File: src/rtl/seq_mult_core.sv
// Sequential multiplier: one add/shift step per cycle, unsigned or radix-2 Booth.
// start/busy/done handshake with abort; result is registered and held until the next completed operation.
module seq_mult_core #(
    parameter int WIDTH = 16,
    parameter int CW    = $clog2(WIDTH+1)
) (
    input  logic                 clk,
    input  logic                 rst_n,
    input  logic                 start,
    input  logic                 signed_mode,
    input  logic                 abort,
    input  logic [WIDTH-1:0]     multiplicand,
    input  logic [WIDTH-1:0]     multiplier,
    output logic                 busy,
    output logic                 done,
    output logic [2*WIDTH-1:0]   product
);

    typedef enum logic [1:0] {IDLE, LOAD, RUN, DONE} state_e;

    state_e               state_q, state_d;
    logic [WIDTH:0]       a_q, a_d;
    logic [WIDTH-1:0]     q_q, q_d;
    logic                 qm1_q, qm1_d;
    logic [WIDTH-1:0]     m_q, m_d;
    logic [CW-1:0]        cnt_q, cnt_d;
    logic                 mode_q, mode_d;
    logic [2*WIDTH-1:0]   prod_q, prod_d;
    logic                 done_q, done_d;

    logic [WIDTH:0]       mext;
    logic [WIDTH:0]       sum;
    logic [WIDTH:0]       step_a;
    logic [WIDTH-1:0]     step_q;

    // One datapath step; the extra A bit absorbs the unsigned carry and the Booth -2^(W-1) case.
    always_comb begin
        mext = {m_q[WIDTH-1] & mode_q, m_q};
        sum  = a_q;
        if (mode_q) begin
            case ({q_q[0], qm1_q})
                2'b01:   sum = a_q + mext;
                2'b10:   sum = a_q - mext;
                default: sum = a_q;
            endcase
        end else if (q_q[0]) begin
            sum = a_q + mext;
        end
        step_a = {mode_q & sum[WIDTH], sum[WIDTH:1]};
        step_q = {sum[0], q_q[WIDTH-1:1]};
    end

    always_comb begin
        state_d = state_q;
        a_d     = a_q;
        q_d     = q_q;
        qm1_d   = qm1_q;
        m_d     = m_q;
        cnt_d   = cnt_q;
        mode_d  = mode_q;
        prod_d  = prod_q;
        done_d  = 1'b0;
        case (state_q)
            IDLE, DONE: begin
                if (start) begin
                    m_d     = multiplicand;
                    q_d     = multiplier;
                    mode_d  = signed_mode;
                    state_d = LOAD;
                end
            end
            LOAD: begin
                if (abort) begin
                    state_d = IDLE;
                end else begin
                    a_d     = '0;
                    qm1_d   = 1'b0;
                    cnt_d   = CW'(WIDTH);
                    state_d = RUN;
                end
            end
            RUN: begin
                if (abort) begin
                    state_d = IDLE;
                end else begin
                    a_d   = step_a;
                    q_d   = step_q;
                    qm1_d = q_q[0];
                    cnt_d = cnt_q - CW'(1);
                    if (cnt_q == CW'(1)) begin
                        state_d = DONE;
                        done_d  = 1'b1;
                        prod_d  = {step_a[WIDTH-1:0], step_q};
                    end
                end
            end
            default: begin
                state_d = IDLE;
                a_d     = '0;
                q_d     = '0;
                qm1_d   = 1'b0;
                m_d     = '0;
                cnt_d   = '0;
                mode_d  = 1'b0;
                prod_d  = '0;
            end
        endcase
    end

    always_ff @(posedge clk) begin
        if (!rst_n) begin
            state_q <= IDLE;
            a_q     <= '0;
            q_q     <= '0;
            qm1_q   <= 1'b0;
            m_q     <= '0;
            cnt_q   <= '0;
            mode_q  <= 1'b0;
            prod_q  <= '0;
            done_q  <= 1'b0;
        end else begin
            state_q <= state_d;
            a_q     <= a_d;
            q_q     <= q_d;
            qm1_q   <= qm1_d;
            m_q     <= m_d;
            cnt_q   <= cnt_d;
            mode_q  <= mode_d;
            prod_q  <= prod_d;
            done_q  <= done_d;
        end
    end

    assign busy    = (state_q == LOAD) || (state_q == RUN);
    assign done    = done_q;
    assign product = prod_q;

endmodule

File: config.mk
export PLATFORM = sky130hd
export DESIGN_NAME = seq_mult_core
export DESIGN_NICKNAME = d
export VERILOG_FILES = /design/src/rtl/seq_mult_core.sv
export SDC_FILE = /design/constraint.sdc
export NUM_CORES = 1
export LEC_CHECK = 0
export ABC_AREA = 1
export CAP_MARGIN = 0
export CORE_MARGIN = 2
export CORE_UTILIZATION = 45
export CTS_BUF_LIST = sky130_fd_sc_hd__clkbuf_4
export DETAILED_ROUTE_END_ITERATION = 6
export GPL_ROUTABILITY_DRIVEN = 1
export HOLD_SLACK_MARGIN = 0.08
export PLACE_DENSITY = 0.69
export SLEW_MARGIN = 25
export SYNTH_ARGS = -nofsm -noshare
export SYNTH_HDL_FRONTEND = slang
export SYNTH_SLANG_ARGS = --single-unit
File: constraint.sdc
create_clock -name clk -period 2.04 [get_ports clk]
set_clock_uncertainty 0.05 [all_clocks]
set_input_delay 0.408 -clock clk [delete_from_list [all_inputs] [get_ports clk]]
set_output_delay 0.408 -clock clk [all_outputs]
set_load 0.01 [all_outputs]
# Word-level counts from Yosys, hierarchy flattened
# Cells that the tools add are included.
[op_classes]
add_sub_neg = 3
mul = 0
div = 0
n_lt_le_gt_ge = 0
n_eq_ne = 10
shifts = 0
mux = 21
n_bitwise = 5
reduce_logical = 11
[ops]
columns = ["operator", "count"]
rows = [
  ["$mux 17", 4],
  ["$pmux 17 s2", 2],
  ["$mux 16", 2],
  ["$pmux 16 s2", 1],
  ["$add 17x17->17", 1],
  ["$sub 17x17->17", 1],
  ["$mux 5", 2],
  ["$pmux 5 s2", 1],
  ["$reduce_and 3->1", 3],
  ["$mux 2", 4],
  ["$eq 2x2->1 const B", 3],
  ["$ne 2x2->1 const B", 3],
  ["$pmux 2 s3", 1],
  ["$eq 5x1->1 const B", 1],
  ["$sub 5x1->5 const B", 1],
  ["$eq 2x1->1 const B", 2],
  ["$reduce_and 2->1", 2],
  ["$reduce_bool 2->1", 2],
  ["$mux 1", 3],
  ["$ne 3x3->1 const B", 1],
  ["$not 1->1", 3],
  ["$reduce_or 3->1", 1],
  ["$and 1x1->1", 2],
  ["$logic_not 2->1", 1],
  ["3 further kinds", 3],
]
[word_totals]
reg_bits = 91
latchBits = 0
ramBits = 0
mem_bits_ro = 0
inputBits = 37
output_inout_bits = 34
word_cells = 59
n_memories = 0

# Logic depth before layout (Yosys ltp)
# Gate-level depths: netlist of run 1.
[logic_depth]
ltp_word = 7
depth_mapped = 17
mapped_depth_nobuf = 17

# Worst setup path before layout of run 1
# Ideal clock, no wire load.
[synth_path]
path_type = "register -> register"
from = "register a_q[1]"
to = "register a_q[9]"
arrival_ns = 1.845
required_ns = 1.857
setup_slack_ns = 0.012
stages_incl_launch_ff = 17
n_path_buf = 0
path_cell_list = "dfxtp_1 inv_1 fa_1 inv_1 nand2_1 nand2_2 nand2_2 nand2_4 nand2_2 nand2_1 nand2_1 nand2_1 nand2_1 o211ai_1 o21ai_2 nand2_1 a21oi_2"
[synth_via]
elab_chain_len = 5
[synth_rtl]
columns = ["item", "line", "text"]
rows = [
  ["from (decl)", "22", "logic [WIDTH:0] a_q, a_d;"],
  ["from (signal assigned)", "113", "a_q <= '0;"],
  ["from (signal assigned)", "123", "a_q <= a_d;"],
  ["$sub 17x17->17 / $add 17x17->17 (equally long branches)", "43, 42, 47", ""],
  ["$pmux 17 s2 / $mux 17 (equally long branches)", "41, 46", ""],
  ["$mux 17 *", "40", "if (mode_q) begin"],
  ["$mux 17 *", "83", "if (abort) begin"],
  ["$pmux 17 s2 *", "63", "case (state_q)"],
]
# Mark *: on every way between the ends. The rest lies on a longest branch, timed or not. The select of a mux whose other input is x is not followed.
# A chain may end at the register's enable or synchronous reset.

# Worst setup path in the final report of run 1
[layout_path]
from = "register m_q[0]"
to = "register a_q[5]"
[layout_via]
elab_chain_len = 5
[layout_rtl]
columns = ["item", "line", "text"]
rows = [
  ["from (decl)", "25", "logic [WIDTH-1:0] m_q, m_d;"],
  ["from (signal assigned)", "126", "m_q <= m_d;"],
  ["$sub 17x17->17 / $add 17x17->17 (equally long branches)", "43, 42, 47", ""],
  ["$pmux 17 s2 / $mux 17 (equally long branches)", "41, 46", ""],
  ["$mux 17 *", "40", ""],
  ["$mux 17 *", "83", ""],
  ["$pmux 17 s2 *", "63", ""],
]
# Marked as above.

==> flow_metrics.py, run 1 <==
metrics = {
    "place": {
        "io_buffers": 70,
        "gp_congestion": 0.967,
        "place_inst": 1253,
        "dp_hpwl_mm": 14.0,
        "place_ws_ns": -0.210,
    },
    "clock_tree": {
        "cts_buffer_depth": 2,
        "cts_buffers": 9,
        "cts-htree-levels": 3,
        "clockRootBuffer": "clkbuf_4",
        "cts_tree": "built",
        "clk_pin_slew_ns": 0.16,
        "clock-sinks": 91,
        "clkLatencyLatePin_ns": 0.50,
    },
    "sta": {
        "max_slew_margin": 0.713,
        "fin_crit_ns": 2.19,
        "setup_viol": 13,
        "setup_slack_ns": -0.151,
        "finalCritPeriodShare": 1.07,
        "rsz0062_at_grt": "yes",
        "worst_pin_slew_ns": 0.430,
        "finalHoldViolations": 0,
        "max_freq_ghz": 0.456,
        "fin_tns_setup_ns": -0.923,
        "finalMaxSlewViolations": 0,
    },
    "critical_path": {
        "ff2ff_setup_slack_ns": -0.15,
        "crit_path_start_kind": "flip-flop",
        "crit_path_max_fanout": 3,
        "ff2ff_path_depth": 16,
        "cp.required_ns": 2.43,
        "cp-end-kind": "flip-flop",
        "arrival_ns": 2.58,
        "r2r-end": "a_q[5]",
        "path_class": "flip-flop to flip-flop",
        "reg2reg_from": "m_q[0]",
    },
    "cells_and_area": {
        "drive_above_1_share": 0.318,
        "nets": 1172,
        "fin_util": 0.647,
        "area_growth_pct": 39.6,
        "final_cells": 1276,
    },
    "die": {
        "die_y_um": 121,
        "rows": 42,
        "ios": 71,
        "core_um2": 13300,
        "die_w_um": 121,
        "dieArea_um2": 14700,
        "initial_utilization": 0.464,
    },
    "pwr": {
        "power_density_nw_per_um2": 579,
        "irDropWorstVdd_uv": 514,
        "p_leak_nw": 3.82,
        "total_power_mw": 4.99,
    },
    "synth": {
        "synth_top_area_cell": "dfxtp_1",
        "yosysUniqueCellTypes": 46,
        "syn_area_um2": 6160,
        "ys_ff_latch": 91,
        "yosysSeqAreaShare": 0.296,
        "yosysWarningCount": 0,
        "syn_area_per_cell_um2": 6.59,
        "synthTopCellsByArea": "dfxtp_1 30%, nand2_1 14%, a21oi_1 8.8%",
        "synth_top_area_frac": 0.296,
        "synth_fp_nets": 1013,
        "synth_enable_flop_cells": 0,
        "synthCells": 936,
        "ys_async_sr_fraction": 0,
        "synthFlopType": "dfxtp_1",
    },
    "detailed_routing": {
        "vias": 6678,
        "ant_nets": 0,
        "drtIter0Drc": 420,
        "dr.pass1.iters": 5,
        "wl_per_cell_um": 15.3,
        "viasPerCell": 5.23,
        "drc": 0,
        "wl_mm": 19.5,
    },
    "global_routing": {
        "grt_pass1_vias": 6394,
        "grt_pass1_wl_mm": 30.8,
        "grt_usage": 0.266,
        "grt_max_degree": 44,
        "antenna_found_initial": 1,
        "grt_remaining_overflow": 0,
    },
    "hold_path": {
        "worstHoldPathType": "primary input to flip-flop",
        "min_from": "rst_n",
        "hold_depth": 4,
        "hold_end": "product[3]",
    },
    "status": {
        "status": "complete, but fails checks",
        "violations": "negative setup slack",
    },
    "flow_run": {
        "drv_cap": 0,
    },
}
-- metrics by stage --
step / cell area (µm²) / hold slack, ns
floorplan: 6160 / 0.389
global placement: 7720 / 0.408
detailed placement: 7720 / 0.410
CTS: 8080 / 0.291
global route: 8610 / 0.307
finish: 8610 / 0.313
-- state kept, by name, summed over array words and instances, names as in the netlist --
name,flops
product,32
q_q,16
m_q,16
state_q,2
mode_q,1
a_q,17
qm1_q,1
cnt_q,5
done,1
-- cells in the mapped netlist, types with 2 or more instances --
cell type,count
a21oi_1,109
a21oi_2,12
a31oi_1,3
and2_1,2
buf_1,2
buf_2,7
buf_4,6
buf_6,8
clkbuf_1,26
dfxtp_1,91
fa_1,2
ha_1,38
inv_1,93
inv_2,14
nand2_1,233
nand2_2,11
nand2_4,2
nand3_1,78
nand3_2,2
nand4_1,4
nor2_1,46
nor2_2,4
nor2_4,4
nor3_1,6
o211ai_1,4
o21ai_0,86
o21ai_1,12
o21ai_2,2
o21bai_2,2
o31ai_1,3
or2_2,3
xor2_1,6
xor2_2,2
-- routing by layer --
metal / track usage / up-vias / share of wire / routed length [µm]
met1: 0.335 / 3069 / 0.44 / 8530
met3: 0.0658 / 24 / 0.068 / 1330
li1: - / 3362 / - / -
met2: 0.454 / 223 / 0.48 / 9370
met4: 0.0654 / 0 / 0.015 / 300
met5: 0 / - / 0 / 0
-- cells by family after synthesis --
family,Yosys count,synth area share
simple gates,397,0.279
compound gates,240,0.214
buf+inv,159,0.113
flops,91,0.296
fa+ha+maj,40,0.0836
xor+xnor,9,0.0152
-- cells in the final DEF (no fill, tap or decap), drive strengths merged, types with 9 or more instances in the layout --
cell and n:
ha 38, buf 129, o21ai 100, nand2 246
nor2 54, a21oi 122, clkbuf 9, inv 111
clkdlybuf4s50 68, nand3 80, dfxtp 91
-- power breakdown --
group	switching (mW)	total, mW	internal [mW]
registers	0.0530	1.94	1.89
clock network	0.703	1.21	0.506
logic	1.05	1.84	0.781
-- repair_timing --
item                                    in CTS  in global routing
pin swaps                                   13                 39
gates resized for setup                     51                138
hold buffers                                 0                  0
endpoints found under the setup margin      29                 30
setup buffers                                2                  5
hold endpoints to repair                     0                  0
-- final cells by class --
type,instances,area (µm²)
Sequential cell,91,1850
Timing Repair Buffer,198,1690
Fill cell,1204,4690
Clock buffer,9,67.6
Antenna cell,1,2.50
Tap cell,176,220
Clock inverter,6,96.3
Inverter,109,414
Multi-Input combinational cell,686,4270
-- how the worst max path moves through the flow --
stage / start / endpoint / slack (ns) / cells after the start
floorplan: a_q[1] / a_q[9] / 0.01 / 16
global placement: a_q[0] / a_q[9] / -0.19 / 16
detailed placement: a_q[0] / a_q[9] / -0.21 / 16
CTS: a_q[0] / a_q[9] / -0.13 / 17
global route: a_q[0] / a_q[9] / -0.28 / 17
finish: m_q[0] / a_q[5] / -0.15 / 16
-- critical path, cell delays in order, from the launching register on --
cell	delay, ns
dfxtp_4	0.41
ha_4	0.13
inv_2	0.04
fa_2	0.37
inv_2	0.06
nand2_2	0.05
nand2_2	0.09
nand2_2	0.07
nand2_4	0.07
buf_4	0.11
xor2_2	0.14
nand2_1	0.07
nand3_1	0.07
o21ai_1	0.07
nand2_1	0.10
nand3_1	0.09
a21oi_1	0.14
No activity file was read; power rests on OpenSTA's default activity.
==> run 2, diff against run 1 <==
- PLACE_DENSITY: 0.69 -> 0.66
- SLEW_MARGIN: 25 -> unset
- clock period: 2.04 -> 2.64 ns (I/O delays scaled with it)
==> run 2 against run 1 <==
  * The run ends with design-rule violations left
  * Power decreased by 32%
  * Worst setup slack improved by 0.28 ns
  * Routed wire length decreased by 11%
  * Cell area decreased by 17%
  * Core utilization decreased by 11 points
  * Global-route usage decreased by 1.9 points
  * Sequential share of layout area increased by 4.0 points
  * First-iteration DRC count decreased by 8.1%
  * Critical path depth decreased by 12
  * Hold slack improved by 0.082 ns
  * Critical path type is now flip-flop to output port
  * Critical endpoint is now busy
  * Highest routed layer unchanged
==> flow_metrics.py, run 2 (synthesis gave the netlist of run 1 again) <==
metrics = {
    "cells_and_area": {
        "register_area_um2": 1820,
        "layout_common_cells": "233 x nand2_1, 109 x a21oi_1, 92 x inv_1",
        "largest_reg_flops": 32,
        "design_area_um2": 7130,
        "multiInputGateArea_um2": 3650,
        "nets": 1065,
        "fin_util": 0.536,
        "final_cells": 1170,
        "final_common_cell": "nand2_1",
        "nFillCells": 1384,
        "drive_above_1_share": 0.102,
        "area_growth_pct": 15.7,
    },
    "flow_run": {
        "drv_cap": 0,
    },
    "clock_tree": {
        "clockRootBuffer": "clkbuf_4",
        "postCtsSetupBuffers": 0,
        "cts_buffer_depth": 2,
        "clock-sinks": 91,
        "cts_tree": "built",
        "cts_buffers": 9,
        "clk_pin_slew_ns": 0.18,
        "clkLatencyLatePin_ns": 0.49,
        "cts-htree-levels": 3,
    },
    "critical_path": {
        "path_cells": "inv_1 -> ha_1 -> inv_2 -> clkdlybuf4s50_1",
        "arrival_ns": 1.94,
        "cp-end-kind": "output port",
        "ff2ff_path_depth": 13,
        "crit_path_max_fanout": 6,
        "crit_path_start_kind": "flip-flop",
        "cp.buffers_inverters": 3,
        "cp.required_ns": 2.06,
        "cp.depth": 4,
        "max_stage_delay_ns": 0.55,
        "slowest_stage": "clkdlybuf4s50_1",
        "crit_family": "buffers and inverters",
        "path_class": "flip-flop to output port",
    },
    "detailed_routing": {
        "drc": 2,
        "ant_nets": 0,
        "dr.pass1.iters": 7,
        "drtIter0Drc": 386,
        "wl_per_cell_um": 14.9,
        "vias": 6078,
        "viasPerCell": 5.19,
        "wl_mm": 17.4,
    },
    "place": {
        "io_buffers": 70,
        "gp_congestion": 0.919,
        "place_inst": 1153,
        "post_dp_cell_area_um2": 6970,
        "dp_hpwl_mm": 12.9,
    },
    "status": {
        "violations": "design-rule violations",
        "status": "complete, but fails checks",
    },
    "pwr": {
        "total_power_mw": 3.41,
        "power_density_nw_per_um2": 478,
        "irDropWorstVdd_uv": 351,
        "p_int_mw": 2.13,
        "seq_power_share": 0.439,
        "p_clk_frac": 0.258,
        "p_sw_frac": 0.374,
        "p_leak_nw": 3.17,
        "combPwrFrac": 0.303,
        "p_sw_mw": 1.28,
    },
    "die": {
        "rows": 42,
        "die_w_um": 121,
        "ios": 71,
        "initial_utilization": 0.464,
        "die_y_um": 121,
        "dieArea_um2": 14700,
        "core_um2": 13300,
    },
    "sta": {
        "finalMaxSlewViolations": 0,
        "worst_pin_slew_ns": 0.441,
        "finalHoldViolations": 0,
        "fin_crit_ns": 2.51,
        "fin_tns_setup_ns": 0,
        "finalCritPeriodShare": 0.952,
        "max_slew_margin": 0.706,
        "setup_viol": 0,
        "rsz0062_at_grt": "no",
        "max_freq_ghz": 0.398,
    },
    "global_routing": {
        "grt_usage": 0.246,
        "grt_pass1_vias": 5851,
        "grt_pass1_wl_mm": 28.5,
        "grt_remaining_overflow": 0,
        "grt_max_degree": 37,
        "antenna_found_initial": 1,
    },
    "hold_path": {
        "worstHoldPathType": "primary input to flip-flop",
        "hold_depth": 3,
    },
}
[run 2: cell count changes in the layout (fill, tap and decap cells not counted), moves of 12 or more]
cell / before / now
a21oi_1: 97 / 109
dfxtp_2: 14 / 0
ha_1: 17 / 38
inv_1: 76 / 92
dfxtp_1: 74 / 91
ha_4: 17 / 0
nand2_1: 196 / 233
inv_2: 30 / 15
buf_4: 123 / 20
nand3_2: 21 / 2
nand2_2: 43 / 11
nand3_1: 59 / 78
[run 2: per-stage QoR]
stage	hold WS, ns	setup slack [ns]
CTS	0.391	0.0348
finish	0.395	0.126
detailed placement	0.413	0.363
global placement	0.411	0.347
floorplan	0.389	0.612
global route	0.400	0.0243
[run 2: worst min-delay path, cell delays in order]
cell	delay [ns]
buf_2	0.22
nand3_1	0.13
nand2_1	0.05
[run 2: layout make-up]
type,count,area share
inverters,109,0.0577
clock buffers,10,0.0105
repair buffers,91,0.121
multi-input cells,686,0.512
clock inverters,6,0.0114
flip-flops and latches,91,0.255
well taps,176,0.0309
diodes,1,0.000351
[run 2: layer usage]
metal / vias up / wire, µm / GRT usage
li1: 3156 / - / -
met1: 2731 / 7810 / 0.310
met2: 167 / 8110 / 0.410
met3: 24 / 1110 / 0.0620
met4: 0 / 370 / 0.0814
met5: - / 0 / 0
[run 2: power groups by stage]
stage / combinational [mW] / clock [mW] / sequential (mW)
6_report: 1.03 / 0.880 / 1.50
3_5_place_dp: 1.02 / 0 / 1.52
4_1_cts: 1.03 / 0.909 / 1.50
3_3_place_gp: 1.02 / 0 / 1.52
2_1_floorplan: 0.746 / 0 / 1.52
5_1_grt: 1.17 / 0.953 / 1.50
[run 2: timing repair]
item | in CTS | in global routing
endpoints found under the setup margin | 0 | 1
resized for setup | 0 | 1
hold buffers | 0 | 0
endpoints found under the hold margin | 0 | 0
[run 2: worst paths after layout]
check              start  slack [ns]           to
max           state_q[0]        0.13         busy
min                rst_n        0.40  product[25]
max reg2reg       a_q[6]        0.28      a_q[10]
min reg2reg  product[17]        0.43  product[17]
